`src/rtl/mem_bus_arbiter.sv`:
```
// Arbitrates the external memory port between I-cache line refills and D-cache single-word accesses.
// Optional macro ARB_ROUND_ROBIN_EN: on a simultaneous request the side not granted last wins.
module mem_bus_arbiter #(
  parameter int unsigned ADDR_W    = 32,
  parameter int unsigned DATA_W    = 32,
  parameter int unsigned BURST_LEN = 4,
  localparam int unsigned STRB_W   = DATA_W / 8,
  localparam int unsigned BEAT_W   = $clog2(BURST_LEN)
) (
  input  logic              clk,
  input  logic              rst,
  input  logic              i_req,
  input  logic [ADDR_W-1:0] i_addr,
  output logic              i_rvalid,
  output logic [DATA_W-1:0] i_rdata,
  output logic [BEAT_W-1:0] i_beat,
  output logic              i_done,
  input  logic              d_req,
  input  logic [STRB_W-1:0] d_we,
  input  logic [ADDR_W-1:0] d_addr,
  input  logic [DATA_W-1:0] d_wdata,
  output logic [DATA_W-1:0] d_rdata,
  output logic              d_done,
  output logic              m_req,
  output logic [STRB_W-1:0] m_we,
  output logic [ADDR_W-1:0] m_addr,
  output logic [DATA_W-1:0] m_wdata,
  input  logic [DATA_W-1:0] m_rdata,
  input  logic              m_ready
);

  localparam int unsigned OFF_W = BEAT_W + 2;

  typedef enum logic [1:0] {
    S_IDLE     = 2'd0,
    S_I_BURST  = 2'd1,
    S_D_ACCESS = 2'd2,
    S_RESP     = 2'd3
  } state_t;

  state_t              r_state;
  state_t              w_state_nxt;
  logic                w_grant_d;
  logic                w_grant_i;
  logic                w_pick_d;
  logic                w_i_act;
  logic                w_d_act;
  logic                w_last_beat;
  logic [BEAT_W-1:0]   r_beat;
  logic [ADDR_W-1:0]   r_addr;
  logic [STRB_W-1:0]   r_we;
  logic [DATA_W-1:0]   r_wdata;
  logic                r_is_d;
  logic [DATA_W-1:0]   r_d_rdata;
  logic                w_unused_bits;

  assign w_unused_bits = ^{i_addr[OFF_W-1:0], d_addr[1:0]};

`ifdef ARB_ROUND_ROBIN_EN
  logic r_last_i;

  // D wins a collision only if I was granted most recently
  assign w_pick_d = d_req && (!i_req || r_last_i);

  always_ff @(posedge clk or negedge rst) begin
    if (!rst) begin
      r_last_i <= 1'b1;
    end else if (w_grant_d) begin
      r_last_i <= 1'b0;
    end else if (w_grant_i) begin
      r_last_i <= 1'b1;
    end
  end
`else
  assign w_pick_d = d_req;
`endif

  assign w_i_act     = (r_state == S_I_BURST);
  assign w_d_act     = (r_state == S_D_ACCESS);
  assign w_last_beat = (r_beat == BEAT_W'(BURST_LEN - 1));

  always_ff @(posedge clk or negedge rst) begin
    if (!rst) begin
      r_state <= S_IDLE;
    end else begin
      r_state <= w_state_nxt;
    end
  end

  always_comb begin
    w_state_nxt = r_state;
    w_grant_d   = 1'b0;
    w_grant_i   = 1'b0;
    case (r_state)
      S_IDLE: begin
        if (w_pick_d) begin
          w_state_nxt = S_D_ACCESS;
          w_grant_d   = 1'b1;
        end else if (i_req) begin
          w_state_nxt = S_I_BURST;
          w_grant_i   = 1'b1;
        end
      end
      S_I_BURST: begin
        if (m_ready && w_last_beat) begin
          w_state_nxt = S_RESP;
        end
      end
      S_D_ACCESS: begin
        if (m_ready) begin
          w_state_nxt = S_RESP;
        end
      end
      S_RESP: begin
        w_state_nxt = S_IDLE;
      end
      default: begin
        w_state_nxt = S_IDLE;
      end
    endcase
  end

  // Winner's request is captured on the grant edge; later requester changes are ignored
  always_ff @(posedge clk or negedge rst) begin
    if (!rst) begin
      r_addr  <= '0;
      r_we    <= '0;
      r_wdata <= '0;
      r_is_d  <= 1'b0;
    end else if (w_grant_d) begin
      r_addr  <= {d_addr[ADDR_W-1:2], 2'b00};
      r_we    <= d_we;
      r_wdata <= d_wdata;
      r_is_d  <= 1'b1;
    end else if (w_grant_i) begin
      r_addr  <= {i_addr[ADDR_W-1:OFF_W], OFF_W'(0)};
      r_we    <= '0;
      r_wdata <= '0;
      r_is_d  <= 1'b0;
    end
  end

  always_ff @(posedge clk or negedge rst) begin
    if (!rst) begin
      r_beat <= '0;
    end else if (w_i_act && m_ready) begin
      r_beat <= w_last_beat ? '0 : r_beat + BEAT_W'(1);
    end
  end

  always_ff @(posedge clk or negedge rst) begin
    if (!rst) begin
      r_d_rdata <= '0;
    end else if (w_d_act && m_ready && (r_we == '0)) begin
      r_d_rdata <= m_rdata;
    end
  end

  // Memory side is driven only while a transaction is active, so reset drops it at once
  assign m_req    = w_i_act || w_d_act;
  assign m_addr   = w_i_act ? (r_addr + (ADDR_W'(r_beat) << 2)) :
                    w_d_act ? r_addr : '0;
  assign m_we     = w_d_act ? r_we : '0;
  assign m_wdata  = w_d_act ? r_wdata : '0;

  assign i_rvalid = w_i_act && m_ready;
  assign i_rdata  = i_rvalid ? m_rdata : '0;
  assign i_beat   = r_beat;
  assign i_done   = (r_state == S_RESP) && !r_is_d;
  assign d_done   = (r_state == S_RESP) && r_is_d;
  assign d_rdata  = r_d_rdata;

endmodule

```
`config.mk`:
```
export PLATFORM = sky130hd
export DESIGN_NAME = mem_bus_arbiter
export DESIGN_NICKNAME = d
export VERILOG_FILES = /design/src/rtl/mem_bus_arbiter.sv
export SDC_FILE = /design/constraint.sdc
export NUM_CORES = 1
export LEC_CHECK = 0
export CAP_MARGIN = 25
export CORE_MARGIN = 10
export CORE_UTILIZATION = 65
export CTS_BUF_LIST = sky130_fd_sc_hd__clkbuf_8
export CTS_CLUSTER_SIZE = 25
export DETAILED_ROUTE_END_ITERATION = 12
export DONT_BUFFER_PORTS = 1
export GPL_TIMING_DRIVEN = 0
export PLACE_DENSITY = 0.82
export SYNTH_ARGS = -nofsm -noshare
export SYNTH_HDL_FRONTEND = slang
export SYNTH_SLANG_ARGS = --single-unit
```
`constraint.sdc`:
```
create_clock -name clk -period 2.5 [get_ports clk]
set_clock_uncertainty 0.1 [all_clocks]
set_input_delay 0.5 -clock clk [delete_from_list [all_inputs] [get_ports clk]]
set_output_delay 0.5 -clock clk [all_outputs]
set_load 0.05 [all_outputs]
```
[Yosys cells after proc, flatten, opt, wreduce, memory -nomap -nowiden]
Index checks and enable logic that the tools add are counted.
W data, S select, Z words.
Operators by class
  equal/unequal tests: 7
  order comparisons: 0
  add/sub/neg operators: 2
  div/mod/pow operators: 0
  $mul: 0
  mux-type cells: 24
  shift-type cells: 0
  bitwise operators: 0
  reductions and logical operators: 12
Operators with widths (count)
  $mux W32: 8
  $add A32 B4 Y32: 1
  $mux W4: 3
  $mux W2: 5
  $pmux W2 S4: 1
  $mux W1: 7
  $eq A2 B2 Y1 const B: 3
  $logic_and A1 B1 Y1: 6
  $logic_not A4 Y1: 1
  $ne A3 B3 Y1 const B: 1
  $reduce_and A3 Y1: 1
  $add A2 B1 Y2 const B: 1
  $eq A2 B1 Y1 const B: 1
  $logic_not A2 Y1: 1
  $ne A2 B1 Y1 const B: 1
  $ne A2 B2 Y1 const B: 1
  $reduce_bool A2 Y1: 1
  $logic_not A1 Y1: 1
  $logic_or A1 B1 Y1: 1
Storage, ports and cells
  memories: 0
  output and inout port bits: 138
  bits in read-only memories: 0
  input bits: 137
  bits in latches: 0
  register bits: 105
  word-level logic and storage cells: 52
  RAM bits: 0

[Longest topological paths before layout]
Gate-level depths: netlist of the first run.
  depth in word-level cells: 5
  depth in mapped cells: 8
  gate-level depth less buffers: 7

[Least setup slack after synthesis of the first run]
Ideal clock, no wire load.
  path kind: register to output
  from: reg r_beat[0], in the netlist i_beat[0]
  to: out m_addr[18]
  data arrival time: 2.833 ns
  stages on the path, launching flop included: 8
  buffers on the path: 0
  required time: 1.900 ns
  slack: -0.933 ns
  path through: dfrtp_1 ha_1 inv_1 fa_1 nor2b_1 nor3b_2 nand4_1 mux2i_1
Between the ends
  word-level cells in the longest chain between the ends: 2
Ends and longest elaborated chain
  start, declared: RTL line 49  | logic [BEAT_W-1:0] r_beat;
  start signal, assigned: RTL line 147  | r_beat <= w_last_beat ? '0 : r_beat + BEAT_W'(1);
  $add A32 B4 Y32: RTL line 161  | assign m_addr = w_i_act ? (r_addr + (ADDR_W'(r_beat) << 2)) :
  $mux W32: RTL line 161
  end, declared: RTL line 26  | output logic [ADDR_W-1:0] m_addr,
Every way passes these cells.

[Final worst setup path of the first run]
  from: reg r_beat[0], in the netlist i_beat[0]
  to: out m_addr[22]
Same word-level chain as after synthesis.

==> impl_metrics.py, run 1 <==
metrics = {
    "clock_network": {
        "clock_latency_ns": 0.38,
        "htree_levels": 3,
        "cts_tree": "done",
        "cts_buffers": 9,
        "root_buffer": "clkbuf_8",
        "clock_sinks": 103,
        "clock_path_buffers": 2,
        "clk_pin_slew_ns": 0.10,
    },
    "grt": {
        "grt-ovfl-total": 0,
        "grt_max_degree": 104,
        "antenna_found_initial": 0,
        "grt_pass1_wl_um": 28900,
        "grt_pass1_vias": 4846,
        "grt.total_usage_pct": 28.9,
    },
    "setup_path": {
        "worstSetupPathType": "reg -> out",
        "worst_setup_path_end_kind": "output pin",
        "reg2reg_to": "r_addr[22]",
        "rr_worst_depth": 7,
        "critical_path_required_ns": 1.90,
        "arrival_ns": 2.72,
        "crit_path_top_delay_cell": "dfrtp_4",
        "r2r_slack_ns": 0.18,
        "cp_cell_sequence": "ha_4 > inv_2 > fa_2 > nor2b_2 > nor3b_4 > buf_12 > nand4_1 > mux2i_4",
        "critPathLaunchType": "flop",
        "slowest_delay_ns": 0.58,
        "cp_max_fo": 8,
        "r2r-start": "r_state[0]",
    },
    "detailed_routing": {
        "drt-initial-drc-count": 482,
        "postRouteWirelength_um": 19800,
        "routedWlPerCell_um": 29.5,
        "vias": 4729,
        "drc": 0,
        "drt-vias-per-instance": 7.04,
        "dr.pass1.iters": 5,
        "ant_nets": 0,
    },
    "timing": {
        "fin_hold_ws_ns": -0.294,
        "slew_violations": 0,
        "period_minus_slack_ns": 3.32,
        "worst_pin_slew_ns": 1.00,
        "relSlewSlack_pct": 33.0,
        "setup_ws_ns": -0.824,
        "hold_violations": 103,
        "rsz0062_at_grt": "yes",
        "fmax_ghz": 0.301,
        "setup_viol": 29,
        "fin_crit_sh_pct": 133,
    },
    "synthesis": {
        "synth-compound-area-share_pct": 16.6,
        "seq_area_frac_synth_pct": 46.7,
        "synth_warnings": 0,
        "synth.distinct_cells": 45,
        "synthXorXnorAreaFrac_pct": 0.317,
        "synth-simple-area-share_pct": 18.5,
        "synth_top_family_by_area": "simple AND/OR/NAND/NOR gates",
        "ys.flop_type": "dfrtp_1",
        "postSynthAreaPerCell_sq_um": 10.3,
        "synth_fa_ha_area_share_pct": 1.95,
        "syn-instance-count": 536,
        "ys_ff_latch": 103,
        "async_flop_share_pct": 100,
        "synth_area_sq_mm": 0.00552,
        "synthMuxAreaShare_pct": 11.3,
        "synth_edf_count": 0,
    },
    "cells_and_area": {
        "final_nets": 707,
        "antenna_cells": 0,
        "syn_to_final_growth_pct": 23.9,
        "layout-drive-gt1-share_pct": 39.3,
        "layout_common_cells": "dfrtp_1, o22ai_1, nand2_1",
        "finalNonFillerCells": 672,
        "final_common_cell": "dfrtp_1",
    },
    "run_status": {
        "failed_checks": "negative hold slack, negative setup slack",
        "outcome": "finished, violations left",
    },
    "place": {
        "gp_congestion": 0.848,
        "dpl.cell_count": 642,
        "numPortBuffers": 0,
        "dp_hpwl_um": 14200,
    },
    "floorplan": {
        "die_area_sq_mm": 0.0126,
        "core_sq_mm": 0.00826,
        "dieHeight_um": 112,
        "io_pins": 275,
        "fp.dieW_um": 112,
        "rows": 33,
        "start_util_pct": 66.9,
    },
    "job": {
        "drv_cap": 0,
    },
    "power_and_ir_drop": {
        "power_density_mw_per_mm2": 1720,
        "total_power_mw": 11.8,
        "vdd_ir_drop_max_uv": 1070,
        "p_leak_nw": 2.89,
    },
    "worst_hold_path": {
        "hold_class": "in -> async",
    },
}
-- cell usage after synthesis, drive strengths merged (2+ instances only) --
cell type | number | area, sq um
nand4 | 12 | 105
o21ai | 5 | 25.0
a21oi | 30 | 150
buf | 17 | 100
nand3 | 9 | 62.6
nor2b | 4 | 25.0
mux2 | 33 | 372
nand2 | 46 | 173
and4 | 3 | 27.5
xor2 | 2 | 17.5
o22ai | 58 | 363
ha | 7 | 87.6
nor3 | 3 | 15.0
a22o | 39 | 342
inv | 9 | 33.8
nor4 | 4 | 46.3
clkbuf | 30 | 123
nor2 | 8 | 30.0
and3 | 35 | 219
nor3b | 3 | 27.5
mux2i | 25 | 250
dfrtp | 103 | 2580
and2 | 41 | 257
-- cell families (layout without fill, tap and decap cells) --
group,Yosys count,count (layout)
and+or+nand+nor,172,172
AOI/OAI and AO/OA,136,136
DFF,103,103
muxes,58,58
buffers and inverters,56,86
adders and majority gates,8,8
xor gates and xnor gates,2,2
other,1,2
-- critical path, delay by kind of cell, from the launching register on --
| family | cells | cell delay, ns |
|---|---|---|
| muxes | 1 | 0.47 |
| adders and majority gates | 2 | 0.55 |
| buffers and inverters | 2 | 0.18 |
| DFF | 1 | 0.58 |
| and+or+nand+nor | 3 | 0.56 |
-- metal layers --
| layer | track usage (%) | part of all wire [%] | vias up |
|---|---|---|---|
| met5 | 0 | 0 | - |
| met4 | 9.98 | 2.6 | 0 |
| met3 | 9.16 | 10 | 36 |
| met2 | 51.4 | 53 | 303 |
| met1 | 31.6 | 34 | 2363 |
| li1 | - | - | 2027 |
-- worst max-delay path by stage --
stage                 endpoint  cells after the start  startpoint  slack, ns
floorplan           m_addr[22]                      7   i_beat[0]      -0.29
global placement    m_addr[22]                      7   i_beat[0]      -0.56
detailed placement  m_addr[22]                      7   i_beat[0]      -0.60
CTS                 m_addr[26]                      7   i_beat[0]      -0.78
global route        m_addr[30]                      8   i_beat[0]      -0.91
finish              m_addr[22]                      8   i_beat[0]      -0.82
-- where the power goes --
part | leakage, nW | switching [mW] | internal (mW)
Combinational | 1.55 | 4.23 | 2.19
Clock | 0.0838 | 0.614 | 0.372
Sequential | 1.26 | 1.94 | 2.45
Total | 2.89 | 6.79 | 5.01
-- through the flow --
| stage | setup slack, ns | cell area (sq um) | util (%) | TNS, ns | hold slack (ns) |
|---|---|---|---|---|---|
| 2_1_floorplan | -0.288 | 5880 | - | -3.55 | 0.104 |
| 3_3_place_gp | -0.556 | 6020 | 72.8 | -10.68 | 0.107 |
| 3_5_place_dp | -0.601 | 6020 | 72.8 | -12.29 | 0.107 |
| 4_1_cts | -0.783 | 6630 | 80.2 | -15.74 | -0.316 |
| 5_1_grt | -0.906 | 6840 | 82.8 | -18.33 | -0.319 |
| 6_report | -0.824 | 6840 | 82.8 | -16.19 | -0.294 |
-- layout make-up --
type / count / area [sq um]
multi-input combinational: 378 / 3490
sequential: 103 / 2590
fill: 464 / 1420
buffer: 46 / 272
timing repair buffer: 15 / 145
tap: 105 / 131
clock buffer: 9 / 124
clock inverter: 7 / 56.3
inverter: 9 / 33.8
-- registers in the layout, indices dropped and copies added (netlist names) --
name / count
r_addr: 30
i_beat: 2
d_rdata: 32
r_we: 4
r_is_d: 1
r_wdata: 32
r_state: 2
-- repair_timing --
action                     in CTS  in global routing
hold endpoints to repair      103                103
buffers inserted                8                  9
gates resized for setup       155                 55
setup endpoints to repair      99                 92
pin swaps                      20                 13
(Power assumes the default switching activity.)
==> inputs of run 2 (changes only) <==
Clock period 2.5 ns to 3.8 ns, I/O delays scaled along.
==> impl_metrics.py, run 2 (same netlist as run 1, synthesis figures left out) <==
metrics = {
    "clock_network": {
        "cts_buffers": 9,
        "cts_tree": "done",
        "clock_latency_ns": 0.37,
        "root_buffer": "clkbuf_8",
        "htree_levels": 3,
        "clock_sinks": 103,
        "clk_pin_slew_ns": 0.11,
        "clock_path_buffers": 2,
    },
    "place": {
        "gp_congestion": 0.923,
        "dpl.cell_count": 668,
        "dp_hpwl_um": 14200,
        "dp_slack_ns": 0.0904,
        "numPortBuffers": 0,
        "place_area_sq_mm": 0.00586,
    },
    "floorplan": {
        "rows": 33,
        "start_util_pct": 66.9,
        "io_pins": 275,
        "fp.dieW_um": 112,
        "dieHeight_um": 112,
        "die_area_sq_mm": 0.0126,
        "core_sq_mm": 0.00826,
    },
    "grt": {
        "grt_max_degree": 104,
        "grt.total_usage_pct": 27.1,
        "grt_pass1_wl_um": 27500,
        "antenna_found_initial": 0,
        "grt_pass1_vias": 4806,
        "grt-ovfl-total": 0,
    },
    "detailed_routing": {
        "postRouteWirelength_um": 18200,
        "routedWlPerCell_um": 26.5,
        "ant_nets": 0,
        "drt-vias-per-instance": 6.82,
        "drt-initial-drc-count": 507,
        "dr.pass1.iters": 5,
        "drc": 0,
        "vias": 4687,
    },
    "timing": {
        "worst_pin_slew_ns": 1.03,
        "setup_viol": 0,
        "relSlewSlack_pct": 30.8,
        "rsz0062_at_grt": "no",
        "fin_crit_sh_pct": 96.8,
        "setup_ws_ns": 0.120,
        "hold_violations": 0,
        "period_minus_slack_ns": 3.68,
        "fmax_ghz": 0.272,
        "slew_violations": 0,
    },
    "cells_and_area": {
        "antenna_cells": 0,
        "layout_common_cells": "dfrtp_1, o22ai_1, nand2_1",
        "post-route-cell-area_sq_mm": 0.00612,
        "finalNonFillerCells": 687,
        "final_common_cell": "dfrtp_1",
        "layout-drive-gt1-share_pct": 17.5,
        "syn_to_final_growth_pct": 10.9,
        "final_nets": 722,
    },
    "setup_path": {
        "arrival_ns": 2.82,
        "cp_max_fo": 5,
        "worstSetupPathType": "reg -> out",
        "critPathLaunchType": "flop",
        "critical_path_required_ns": 2.94,
        "worst_setup_path_end_kind": "output pin",
    },
    "power_and_ir_drop": {
        "power_density_mw_per_mm2": 1170,
        "p_leak_nw": 2.93,
        "vdd_ir_drop_max_uv": 503,
    },
    "job": {
        "drv_cap": 0,
    },
    "worst_hold_path": {
        "hold_class": "in -> async",
    },
    "run_status": {
        "outcome": "complete, no violations",
    },
}
## run 2: changes by cell type in the layout (fill, tap and decap cells not counted), sizes merged
cell	previous run	this run
buf	38	46
clkbuf	32	39
clkinvlp	3	1
inv	11	13
bufinv	0	1
clkinv	2	1
## run 2: cell type report
cell class / instances / area [sq um]
Multi-Input combinational cell: 378 / 2700
Inverter: 9 / 33.8
Sequential cell: 103 / 2580
Clock buffer: 9 / 124
Clock inverter: 7 / 86.3
Fill cell: 595 / 2130
Tap cell: 105 / 131
Buffer: 47 / 223
Timing Repair Buffer: 29 / 241
## run 2: what timing repair did
action | 4_1_cts | 5_1_grt
endpoints found under the setup margin | 12 | 5
setup buffers | 2 | 0
resized for setup | 3 | 2
hold buffers | 1 | 0
hold endpoints to repair | 103 | 0
## run 2: layer usage
metal | wire [um] | global-route usage (%)
met5 | 0 | 0
met4 | 724 | 11.8
met3 | 2050 | 9.90
met2 | 8900 | 46.2
met1 | 6500 | 29.8
## run 2: path summary, 6_finish.rpt
check                       startpoint          end  slack (ns)  cells after the start
setup / recovery             i_beat[0]    m_addr[6]        0.12                      7
hold reg to reg            r_wdata[28]  r_wdata[28]        0.41                      1
hold / removal                     rst  r_wdata[28]        0.19                      1
setup reg to reg            r_state[1]    i_beat[0]        1.57                      5
max in group asynchronous          rst    i_beat[1]        2.98                      1
min in group clk           r_wdata[28]  r_wdata[28]        0.41                      1
## run 2: stage by stage
step                      utilization (%)  hold slack [ns]  power (mW)  setup TNS [ns]
final                                74.2            0.188        7.19               0
after global routing                 74.2            0.224        7.54               0
after CTS                            74.1            0.226        7.17               0
after detailed placement             70.9            0.367        6.42               0
after global placement               68.5            0.367        5.99           -2.19
after floorplan                         -            0.358        5.48               0
## run 2: power breakdown
part | internal [mW] | leakage, nW | switching, mW | total (mW)
Sequential | 1.60 | 1.27 | 1.18 | 2.78
Combinational | 1.15 | 1.56 | 2.54 | 3.69
Clock | 0.320 | 0.104 | 0.405 | 0.725
Total | 3.07 | 2.93 | 4.12 | 7.19
## run 2: worst max-delay path: stages, from the launching register on
cell and delay [ns]:
dfrtp_2 0.58, ha_1 0.24, inv_1 0.06, fa_2 0.38
nor2b_2 0.16, nand2_1 0.08, xor2_1 0.15, o21ai_1 0.80
==> inputs of run 3 (changes only) <==
Settings changed: PLACE_DENSITY 0.82 to 0.81.
==> impl_metrics.py, run 3 (same netlist as run 1, synthesis figures left out) <==
metrics = {
    "setup_path": {
        "critPathLaunchType": "flop",
        "worst_setup_path_end_kind": "output pin",
        "cp_max_fo": 5,
        "arrival_ns": 2.76,
        "worstSetupPathType": "reg -> out",
        "r2r_slack_ns": 1.54,
        "reg2reg_to": "i_beat[0]",
        "rr_worst_depth": 5,
        "r2r-start": "r_state[1]",
        "critical_path_required_ns": 2.94,
    },
    "grt": {
        "grt_pass1_wl_um": 27400,
        "grt.total_usage_pct": 26.8,
        "grt_util_met1_pct": 29.3,
        "antenna_found_initial": 0,
        "top_usage_layer": "met2",
        "gr-usage-met3_pct": 10.4,
        "grt_pass1_vias": 4751,
        "grt_max_degree": 104,
        "grt-ovfl-total": 0,
        "grtUsageMet2_pct": 46.9,
    },
    "worst_hold_path": {
        "hold_class": "in -> async",
    },
    "place": {
        "numPortBuffers": 0,
        "place_area_sq_mm": 0.00585,
        "gp_congestion": 0.873,
        "dp_hpwl_um": 13800,
    },
    "detailed_routing": {
        "dr.pass1.iters": 5,
        "ant_nets": 0,
        "postRouteWirelength_um": 17800,
        "routedWlPerCell_um": 26.0,
        "drt-initial-drc-count": 337,
        "drc": 0,
        "drt-vias-per-instance": 6.83,
        "vias": 4680,
    },
    "floorplan": {
        "core_sq_mm": 0.00826,
        "start_util_pct": 66.9,
        "die_area_sq_mm": 0.0126,
        "fp.dieW_um": 112,
        "dieHeight_um": 112,
        "rows": 33,
        "io_pins": 275,
    },
    "cells_and_area": {
        "layout-drive-gt1-share_pct": 17.8,
        "antenna_cells": 0,
        "final_nets": 720,
        "post-route-cell-area_sq_mm": 0.00614,
        "final_common_cell": "dfrtp_1",
        "syn_to_final_growth_pct": 11.1,
        "layout_common_cells": "dfrtp_1, o22ai_1, nand2_1",
    },
    "power_and_ir_drop": {
        "vdd_ir_drop_max_uv": 514,
        "p_leak_nw": 2.93,
        "power_density_mw_per_mm2": 1180,
    },
    "timing": {
        "slew_violations": 0,
        "worst_pin_slew_ns": 1.04,
        "fin_crit_sh_pct": 95.2,
        "setup_viol": 0,
        "fmax_ghz": 0.276,
        "fin_tns_setup_ns": 0,
        "rsz0062_at_grt": "no",
        "hold_violations": 0,
        "period_minus_slack_ns": 3.62,
        "relSlewSlack_pct": 30.0,
    },
    "clock_network": {
        "cts_tree": "done",
        "clock_sinks": 103,
        "clock_latency_ns": 0.36,
        "clock_path_buffers": 2,
        "root_buffer": "clkbuf_8",
        "clk_pin_slew_ns": 0.11,
        "cts_buffers": 9,
        "htree_levels": 3,
    },
    "run_status": {
        "outcome": "complete, no violations",
    },
    "job": {
        "drv_cap": 0,
    },
}
==> run 3: layer usage <==
metal	vias to the layer above	share of wire, %
met2	301	51
met5	-	0
met1	2300	36
met4	0	2.1
met3	32	11
li1	2047	-
==> run 3: how the worst max path moves through the flow <==
stage	startpoint	end	slack, ns	cells past startpoint
after global placement	i_beat[0]	m_addr[8]	-0.33	7
after detailed placement	i_beat[0]	m_addr[8]	0.16	8
final	i_beat[0]	m_addr[26]	0.18	7
after CTS	i_beat[0]	m_addr[8]	0.03	8
after global routing	r_state[1]	m_addr[11]	0.07	8
after floorplan	i_beat[0]	m_addr[18]	0.11	7
==> run 3: report_power, final <==
part | internal (mW) | leakage, nW | switching [mW]
Combinational | 1.14 | 1.54 | 2.53
Clock | 0.381 | 0.116 | 0.393
Sequential | 1.60 | 1.27 | 1.17
==> run 3: area by class of cell <==
class                           instances  area [sq um]
Tap cell                              105           131
Inverter                                9          33.8
Clock inverter                          7           103
Sequential cell                       103          2580
Fill cell                             602          2120
Clock buffer                            9           124
Timing Repair Buffer                   27           226
Buffer                                 47           223
Multi-Input combinational cell        378          2720
==> run 3: metrics by stage <==
stage	power [mW]	setup slack, ns	util [%]	instances	hold WS (ns)
finish	7.22	0.183	74.3	685	0.207
CTS	7.21	0.0265	74.1	684	0.223
global placement	5.99	-0.333	68.5	642	0.367
floorplan	5.48	0.107	-	537	0.358
global route	7.58	0.0700	74.3	685	0.237
detailed placement	6.39	0.158	70.8	667	0.367
==> run 3: critical path, cell delays in order (launching register included) <==
cell	delay, ns
dfrtp_2	0.59
ha_1	0.23
inv_1	0.06
fa_2	0.38
nor4b_2	0.49
nand4_1	0.19
mux2i_1	0.21
buf_4	0.23
==> run 3: repair_timing <==
item	in CTS	in global routing
hold endpoints to repair	103	0
hold buffers	1	0
setup endpoints to repair	12	8
gates cloned	0	0
resized for setup	4	4
setup buffers	0	1
